$ cat config.mk
export PLATFORM = sky130hd
export DESIGN_NAME = stage_ex_mc
export DESIGN_NICKNAME = d
export VERILOG_FILES = /design/src/rtl/stage_ex_mc.sv
export SDC_FILE = /design/constraint.sdc
export NUM_CORES = 1
export LEC_CHECK = 0
export BUFFER_PORTS_ARGS = -buffer_cell sky130_fd_sc_hd__clkbuf_2
export CAP_MARGIN = 0
export CELL_PAD_IN_SITES_DETAIL_PLACEMENT = 2
export CELL_PAD_IN_SITES_GLOBAL_PLACEMENT = 2
export CORE_ASPECT_RATIO = 0.5
export CORE_MARGIN = 2
export CORE_UTILIZATION = 30
export DETAILED_ROUTE_END_ITERATION = 10
export PLACE_DENSITY = 0.76
export SETUP_SLACK_MARGIN = 0.2
export SLEW_MARGIN = 20
export SYNTH_ARGS = -nofsm -noshare
export SYNTH_HDL_FRONTEND = slang
export SYNTH_SLANG_ARGS = --single-unit
$ cat constraint.sdc
create_clock -name clk -period 7.6 [get_ports clk]
set_input_delay 1.52 -clock clk [delete_from_list [all_inputs] [get_ports clk]]
set_output_delay 1.52 -clock clk [all_outputs]
set_load 0.02 [all_outputs]
$ cat src/rtl/stage_ex_mc.sv
// Multi-cycle execute stage: single-cycle ALU ops plus iterative unsigned
// multiply/divide, with valid/ready handshakes on both sides.
module stage_ex_mc #(
    parameter int XLEN    = 32,
    parameter int RADDR_W = 5,
    parameter int CNT_W   = 6
) (
    input  logic               clk,
    input  logic               rst,
    input  logic               flush,
    input  logic               in_valid,
    output logic               in_ready,
    input  logic [3:0]         aluop,
    input  logic [XLEN-1:0]    opv1,
    input  logic [XLEN-1:0]    opv2,
    input  logic [RADDR_W-1:0] reg_waddr_i,
    input  logic               we_i,
    output logic               out_valid,
    input  logic               out_ready,
    output logic [RADDR_W-1:0] reg_waddr_o,
    output logic               we_o,
    output logic [XLEN-1:0]    wdata,
    output logic               busy
);

    localparam int SH_W = $clog2(XLEN);
    localparam logic [CNT_W-1:0] LAST = CNT_W'(XLEN - 1);

    typedef enum logic [1:0] {
        IDLE = 2'd0,
        MUL  = 2'd1,
        DIV  = 2'd2
    } state_t;

    state_t               state_q, state_d;
    logic [CNT_W-1:0]     cnt_q, cnt_d;
    logic [2*XLEN-1:0]    acc_q, acc_d;
    logic [XLEN-1:0]      opb_q, opb_d;
    logic                 sel_hi_q, sel_hi_d;
    logic [RADDR_W-1:0]   waddr_q, waddr_d;
    logic                 we_q, we_d;

    logic                 out_valid_q, out_valid_d;
    logic [XLEN-1:0]      wdata_q, wdata_d;
    logic [RADDR_W-1:0]   waddr_o_q, waddr_o_d;
    logic                 we_o_q, we_o_d;

    logic                 can_load, accept, is_mc, div_zero;
    logic [SH_W-1:0]      shamt;
    logic [XLEN-1:0]      alu_res, mc_res;
    logic [XLEN:0]        mul_sum, div_shift, div_diff;
    logic [2*XLEN-1:0]    mul_next, div_next, step_next;
    logic                 load, load_we;
    logic [XLEN-1:0]      load_data;
    logic [RADDR_W-1:0]   load_waddr;

    assign can_load = !out_valid_q || out_ready;
    assign in_ready = (state_q == IDLE) && can_load && !flush;
    assign accept   = in_valid && in_ready;
    assign is_mc    = (aluop >= 4'd10) && (aluop <= 4'd13);
    // Divide by zero never enters the DIV loop; its result comes from the ALU path.
    assign div_zero = (aluop[3:1] == 3'b110) && (opv2 == '0);
    assign shamt    = opv2[SH_W-1:0];

    // Single-cycle result, including the fixed divide-by-zero answers.
    always_comb begin
        alu_res = '0;
        case (aluop)
            4'd0:    alu_res = opv1 | opv2;
            4'd1:    alu_res = opv1 & opv2;
            4'd2:    alu_res = opv1 ^ opv2;
            4'd3:    alu_res = opv1 + opv2;
            4'd4:    alu_res = opv1 - opv2;
            4'd5:    alu_res = opv1 << shamt;
            4'd6:    alu_res = opv1 >> shamt;
            4'd7:    alu_res = $signed(opv1) >>> shamt;
            4'd8:    alu_res = {{(XLEN-1){1'b0}}, $signed(opv1) < $signed(opv2)};
            4'd9:    alu_res = {{(XLEN-1){1'b0}}, opv1 < opv2};
            4'd12:   alu_res = '1;
            4'd13:   alu_res = opv1;
            default: alu_res = '0;
        endcase
    end

    // acc holds {partial product, multiplier} for MUL and {remainder, quotient} for DIV.
    always_comb begin
        mul_sum   = {1'b0, acc_q[2*XLEN-1:XLEN]} + (acc_q[0] ? {1'b0, opb_q} : '0);
        mul_next  = {mul_sum, acc_q[XLEN-1:1]};
        div_shift = {acc_q[2*XLEN-1:XLEN], acc_q[XLEN-1]};
        div_diff  = div_shift - {1'b0, opb_q};
        div_next  = div_diff[XLEN] ? {div_shift[XLEN-1:0], acc_q[XLEN-2:0], 1'b0}
                                   : {div_diff[XLEN-1:0], acc_q[XLEN-2:0], 1'b1};
        step_next = (state_q == DIV) ? div_next : mul_next;
        mc_res    = sel_hi_q ? step_next[2*XLEN-1:XLEN] : step_next[XLEN-1:0];
    end

    always_comb begin
        state_d     = state_q;
        cnt_d       = cnt_q;
        acc_d       = acc_q;
        opb_d       = opb_q;
        sel_hi_d    = sel_hi_q;
        waddr_d     = waddr_q;
        we_d        = we_q;
        out_valid_d = out_valid_q;
        wdata_d     = wdata_q;
        waddr_o_d   = waddr_o_q;
        we_o_d      = we_o_q;
        load        = 1'b0;
        load_data   = '0;
        load_waddr  = waddr_q;
        load_we     = we_q;

        if (flush) begin
            state_d     = IDLE;
            cnt_d       = '0;
            out_valid_d = 1'b0;
            we_o_d      = 1'b0;
        end else begin
            case (state_q)
                IDLE: begin
                    if (accept) begin
                        if (is_mc && !div_zero) begin
                            state_d  = aluop[2] ? DIV : MUL;
                            cnt_d    = '0;
                            acc_d    = {{XLEN{1'b0}}, aluop[2] ? opv1 : opv2};
                            opb_d    = aluop[2] ? opv2 : opv1;
                            sel_hi_d = aluop[0];
                            waddr_d  = reg_waddr_i;
                            we_d     = we_i;
                        end else begin
                            load       = 1'b1;
                            load_data  = alu_res;
                            load_waddr = reg_waddr_i;
                            load_we    = we_i;
                        end
                    end
                end
                MUL, DIV: begin
                    // The last step is only committed once the output register is free.
                    if (cnt_q == LAST) begin
                        if (can_load) begin
                            load      = 1'b1;
                            load_data = mc_res;
                            state_d   = IDLE;
                            cnt_d     = '0;
                        end
                    end else begin
                        acc_d = step_next;
                        cnt_d = cnt_q + CNT_W'(1);
                    end
                end
                default: state_d = IDLE;
            endcase

            if (load) begin
                out_valid_d = 1'b1;
                wdata_d     = load_data;
                waddr_o_d   = load_waddr;
                we_o_d      = load_we;
            end else if (out_ready) begin
                out_valid_d = 1'b0;
            end
        end
    end

    always_ff @(posedge clk) begin
        if (rst) begin
            state_q     <= IDLE;
            cnt_q       <= '0;
            acc_q       <= '0;
            opb_q       <= '0;
            sel_hi_q    <= 1'b0;
            waddr_q     <= '0;
            we_q        <= 1'b0;
            out_valid_q <= 1'b0;
            wdata_q     <= '0;
            waddr_o_q   <= '0;
            we_o_q      <= 1'b0;
        end else begin
            state_q     <= state_d;
            cnt_q       <= cnt_d;
            acc_q       <= acc_d;
            opb_q       <= opb_d;
            sel_hi_q    <= sel_hi_d;
            waddr_q     <= waddr_d;
            we_q        <= we_d;
            out_valid_q <= out_valid_d;
            wdata_q     <= wdata_d;
            waddr_o_q   <= waddr_o_d;
            we_o_q      <= we_o_d;
        end
    end

    assign out_valid   = out_valid_q;
    assign wdata       = wdata_q;
    assign reg_waddr_o = waddr_o_q;
    assign we_o        = we_o_q;
    assign busy        = (state_q != IDLE);

endmodule

==> results.cfg, run 1 <==
[routing]
wl_um = 121300
via_per_inst = 6.433
num_vias = 25004
drt_iter0_markers = 2843
wl_per_cell_um = 31.20
ant_nets = 0
first_pass_iters = 7
drc = 0

[synth]
syn-cell-area_um2 = 21240
synth_cells = 2980
synth_area_per_cell_um2 = 7.128
synth_seq_cells = 150
synth_edf_count = 0
synth_ff_type = dfxtp_1
synthArstFlopShare_pct = 0
synth_cell_types = 97
syn_nets = 3240
seq_area_frac_synth_pct = 14.14
yosys_warnings = 0

[finish]
regArea_um2 = 3003
area_growth_pct = 8.406
fin_util_pct = 33.13
fin_area_um2 = 23030
multiInputGateArea_um2 = 16680
layout_commonest_cell = nor2_1
drive_above_1_share_pct = 10.31
fillers = 8247
layoutNonFillerInstCount = 3887
fin_nets = 3186
final_cell_mix = nor2_1, a21oi_1, nand2_1

[run_status]
outcome = finished clean

[cts]
clockBufferDepth = 2
clk_latency_ns = 0.44
clk_pin_slew_ns = 0.06
numCtsBuffers = 17
post_cts_buffers = 0
cts.sink_count = 150
post_cts_resized = 0
htreeDepth = 4
cts-root-buf = clkbuf_16
cts_hold_buf = 0
cts_tree = done

[grt]
grt_pass1_wl_um = 176200
grt_max_degree = 77
grt_antenna_before_repair = 10
track_usage_pct = 32.17
overflow = 0
grt_pass1_vias = 25209

[power]
power_leakage_uw = 0.009084
pwr-share-seq_pct = 27.6
swShare_pct = 43.99
p_comb_share_pct = 43.5
max-vdd-ir-drop_mv = 0.1393
p_clk_share_pct = 28.9
netSwitchingPower_uw = 1320
p_per_area_nw_per_um2 = 130.3
p_total_uw = 3001
p_int_uw = 1681

[critical_path]
worst_path_largest_cell_delay_ns = 0.91
critPathCaptureType = register
crit_chain = clkbuf_2, nor4_2, nand3_1, nor3_1, nand3_1, a21boi_4, buf_4, nand2_1, nor2_1, o311ai_0, o211ai_1
arrival_ns = 6.17
path_max_fanout = 61
cpMaxStageDelayCell = nor4_2
critical_path.top_delay_family = simple AND/OR/NAND/NOR gates
cpMostUsedCell = nand3_1
crit_required_ns = 7.95
critical_path_class = in -> reg
crit_buf_inv = 2
crit_path_start_kind = input port

[sta]
hold_viol = 0
fin_setup_tns_ns = 0
setup_viol = 0
max_freq_mhz = 171.8
timing.slew.headroom_pct = 9.662
min_period_ns = 5.822
worst_pin_slew_ns = 1.347
slew_viol_final = 0
rsz0062_at_grt = no
fin_crit_sh_pct = 76.61
fin_skew_ns = 0.006989

[die]
dieArea_um2 = 73070
initial_core_util_pct = 30.56
coreArea_um2 = 69510
rows = 68
die_h_um = 192.2
chipWidth_um = 380.3
io-pin-count = 120

[place]
gp_congestion = 1.030
post_dp_cell_area_um2 = 22430
hpwl_um = 94990
placed_cells = 3851
io_buffers = 119

[flow_run]
drv_cap = 0

[hold_path]
min_path_type = reg -> reg
-- layout make-up --
class                   count  share of cell area (%)
multi-input cells        2428                   72.43
flip-flops and latches    150                   13.04
well taps                 945                   5.135
repair buffers            169                   4.249
inverters                 160                   2.608
clock buffers              19                   1.924
clock inverters            13                  0.5760
diodes                      3                 0.03260
-- through the flow --
step | worst slack, ns | hold WS (ns)
6_report | 1.778 | 0.5186
5_1_grt | 1.648 | 0.5462
4_1_cts | 1.970 | 0.5157
3_5_place_dp | 1.524 | 0.4841
3_3_place_gp | 1.537 | 0.4452
2_1_floorplan | 2.711 | 0.4578
-- sequential cells by signal (all words and copies together), names as in the netlist --
signal,count
we_q,1
cnt_q,6
state_q,2
sel_hi_q,1
reg_waddr_o,5
wdata,32
we_o,1
opb_q,32
waddr_q,5
acc_q,64
out_valid,1
-- tightest hold or removal path, stage by stage (launching register included) --
cell,delay [ns]
dfxtp_1,0.32
nor2_1,0.11
nor3_1,0.05
-- final timing paths --
path	slack, ns	depth (start not counted)	to	startpoint
worst min register to register	0.52	2	wdata[2]$_SDFFE_PP0P_	wdata[2]$_SDFFE_PP0P_
worst max register to register	2.94	11	wdata[0]$_SDFFE_PP0P_	state_q[1]$_SDFFE_PP0P_
worst max-delay path	1.78	11	wdata[0]$_SDFFE_PP0P_	opv2[2]
worst min-delay path	0.52	2	wdata[2]$_SDFFE_PP0P_	wdata[2]$_SDFFE_PP0P_
-- layer usage --
layer	share of wire [%]	routed length [µm]	GRT usage [%]
met3	8.9	10850	6.220
met5	0.038	46	0
met1	45	54260	44.60
met4	3.2	3878	10.27
met2	43	52250	49.99
-- cell families after synthesis --
| group | synth area share (%) |
|---|---|
| xor+xnor | 2.598 |
| compound gates | 33.48 |
| fa+ha+maj | 10.80 |
| mux | 11.17 |
| simple gates | 20.16 |
| buf+inv | 7.652 |
| flops | 14.14 |
-- cells in the mapped netlist, drive strengths merged (46+ instances only) --
cell type / n / area share (%)
xnor2: 46 / 1.9
ha: 177 / 10
mux2i: 129 / 6.1
dfxtp: 150 / 14
a21o: 48 / 1.7
nor3: 63 / 1.5
a21oi: 293 / 7.0
nor2: 334 / 5.9
inv: 160 / 2.8
buf: 67 / 1.7
nand3: 56 / 1.3
clkbuf: 175 / 3.1
nand2: 257 / 4.5
a211oi: 157 / 5.5
and2: 51 / 1.5
o21ai: 191 / 4.5
-- power groups by stage --
stage	combinational, µW	clock, µW	sequential (µW)
after detailed placement	1250	0	844
after CTS	1250	866	827
final	1310	867	827
after global routing	1370	903	828
after global placement	1220	0	843
after floorplan	767	0	841
Note: power is estimated with default switching activity, not from simulation.
==> run 2, diff against run 1 <==
- PLACE_DENSITY: 0.76 -> 0.78
- clock period: 7.6 -> 5.1 ns (I/O delays scaled with it)
==> results.cfg, run 2 (synthesis results as in run 1) <==
[cts]
numCtsBuffers = 17
post_cts_buffers = 0
clk_latency_ns = 0.45
clk_pin_slew_ns = 0.07
cts_tree = done
cts-root-buf = clkbuf_16
clockBufferDepth = 2
cts.sink_count = 150
htreeDepth = 4
cts_hold_buf = 0
post_cts_resized = 0

[run_status]
outcome = finished clean

[routing]
num_vias = 25825
wl_um = 123100
drt_iter0_markers = 2743
wl_per_cell_um = 31.08
first_pass_iters = 6
via_per_inst = 6.523
ant_nets = 0
drc = 0

[grt]
grt_pass1_vias = 26325
grt_max_degree = 70
overflow = 0
track_usage_pct = 32.59
grt_pass1_wl_um = 179800
grt_antenna_before_repair = 9

[sta]
fin_skew_ns = 0.01283
setup_viol = 0
min_period_ns = 4.711
max_freq_mhz = 212.3
worst_pin_slew_ns = 1.248
slew_viol_final = 0
rsz0062_at_grt = no
timing.slew.headroom_pct = 16.32
hold_viol = 0
fin_crit_sh_pct = 92.38
fin_setup_tns_ns = 0
whs_ns = 0.4904

[critical_path]
critPathCaptureType = register
crit_path_start_kind = input port
arrival_ns = 5.04
path_max_fanout = 8
critical_path_class = in -> reg
crit_required_ns = 5.43

[finish]
final_cell_mix = nor2_1, a21oi_1, nand2_1
area_growth_pct = 11.62
fin_nets = 3258
largest_reg_flops = 64
drive_above_1_share_pct = 12.45
top_register = acc_q
layout_commonest_cell = nor2_1

[die]
die_h_um = 192.2
dieArea_um2 = 73070
initial_core_util_pct = 30.56
chipWidth_um = 380.3
io-pin-count = 120
coreArea_um2 = 69510
rows = 68

[place]
io_buffers = 119
hpwl_um = 96690
gp_congestion = 1.094

[power]
power_leakage_uw = 0.009500
p_per_area_nw_per_um2 = 196.6
max-vdd-ir-drop_mv = 0.2275

[flow_run]
drv_cap = 0

[hold_path]
min_path_type = reg -> reg
[run 2: path summary, 6_finish.rpt]
path,end,start,depth (start not counted),slack (ns)
max,wdata[19]$_SDFFE_PP0P_,opv2[19],12,0.39
min,we_o$_SDFFE_PP0P_,we_o$_SDFFE_PP0P_,2,0.49
max reg2reg,wdata[24]$_SDFFE_PP0P_,opb_q[0]$_SDFFE_PP0P_,12,0.76
min reg2reg,we_o$_SDFFE_PP0P_,we_o$_SDFFE_PP0P_,2,0.49
[run 2: report_power, final]
group          internal (µW)  switching (µW)  leakage [µW]  total, µW
Combinational            619            1380       0.00798       2000
Sequential              1200            34.5       0.00121       1230
Clock                    837             588      0.000307       1430
[run 2: worst max-delay path, stage by stage]
cell       delay, ns
clkbuf_2        0.20
nor4_1          1.01
nand3_1         0.16
nor3_1          0.19
buf_4           0.17
nand3_1         0.16
a21boi_4        0.28
nand2_1         0.31
a2111oi_0       0.68
o21ai_0         0.42
o21ai_0         0.30
o21ai_0         0.13
[run 2: stage by stage]
stage / power, µW / utilization (%) / area (µm²) / setup slack, ns / instances
after floorplan: 2396 / - / 21240 / 0.7110 / 2980
after global placement: 3109 / 33.16 / 23050 / 0.2856 / 3924
after detailed placement: 3160 / 33.16 / 23050 / 0.1532 / 3924
after CTS: 4574 / 34.07 / 23680 / 0.6039 / 3956
after global routing: 4793 / 34.10 / 23710 / 0.3143 / 3958
final: 4661 / 34.11 / 23710 / 0.3887 / 3959
[run 2: layout make-up]
cell class,count,area [µm²]
Antenna cell,3,7.507
Sequential cell,150,3003
Fill cell,8191,45800
Clock buffer,18,439.2
Multi-Input combinational cell,2428,16670
Clock inverter,14,197.7
Tap cell,945,1182
Inverter,160,600.6
Timing Repair Buffer,241,1607
[run 2: metal layers]
layer  share of wire (%)  wire length [µm]  track usage [%]  vias to the layer above
met5               0.033                41                0                        -
met4                 4.7              5771            14.06                        6
met3                  10             12580            8.322                      290
met2                  43             52340            50.25                     1330
met1                  43             52320            42.99                    13143
li1                    -                 -                -                    11056
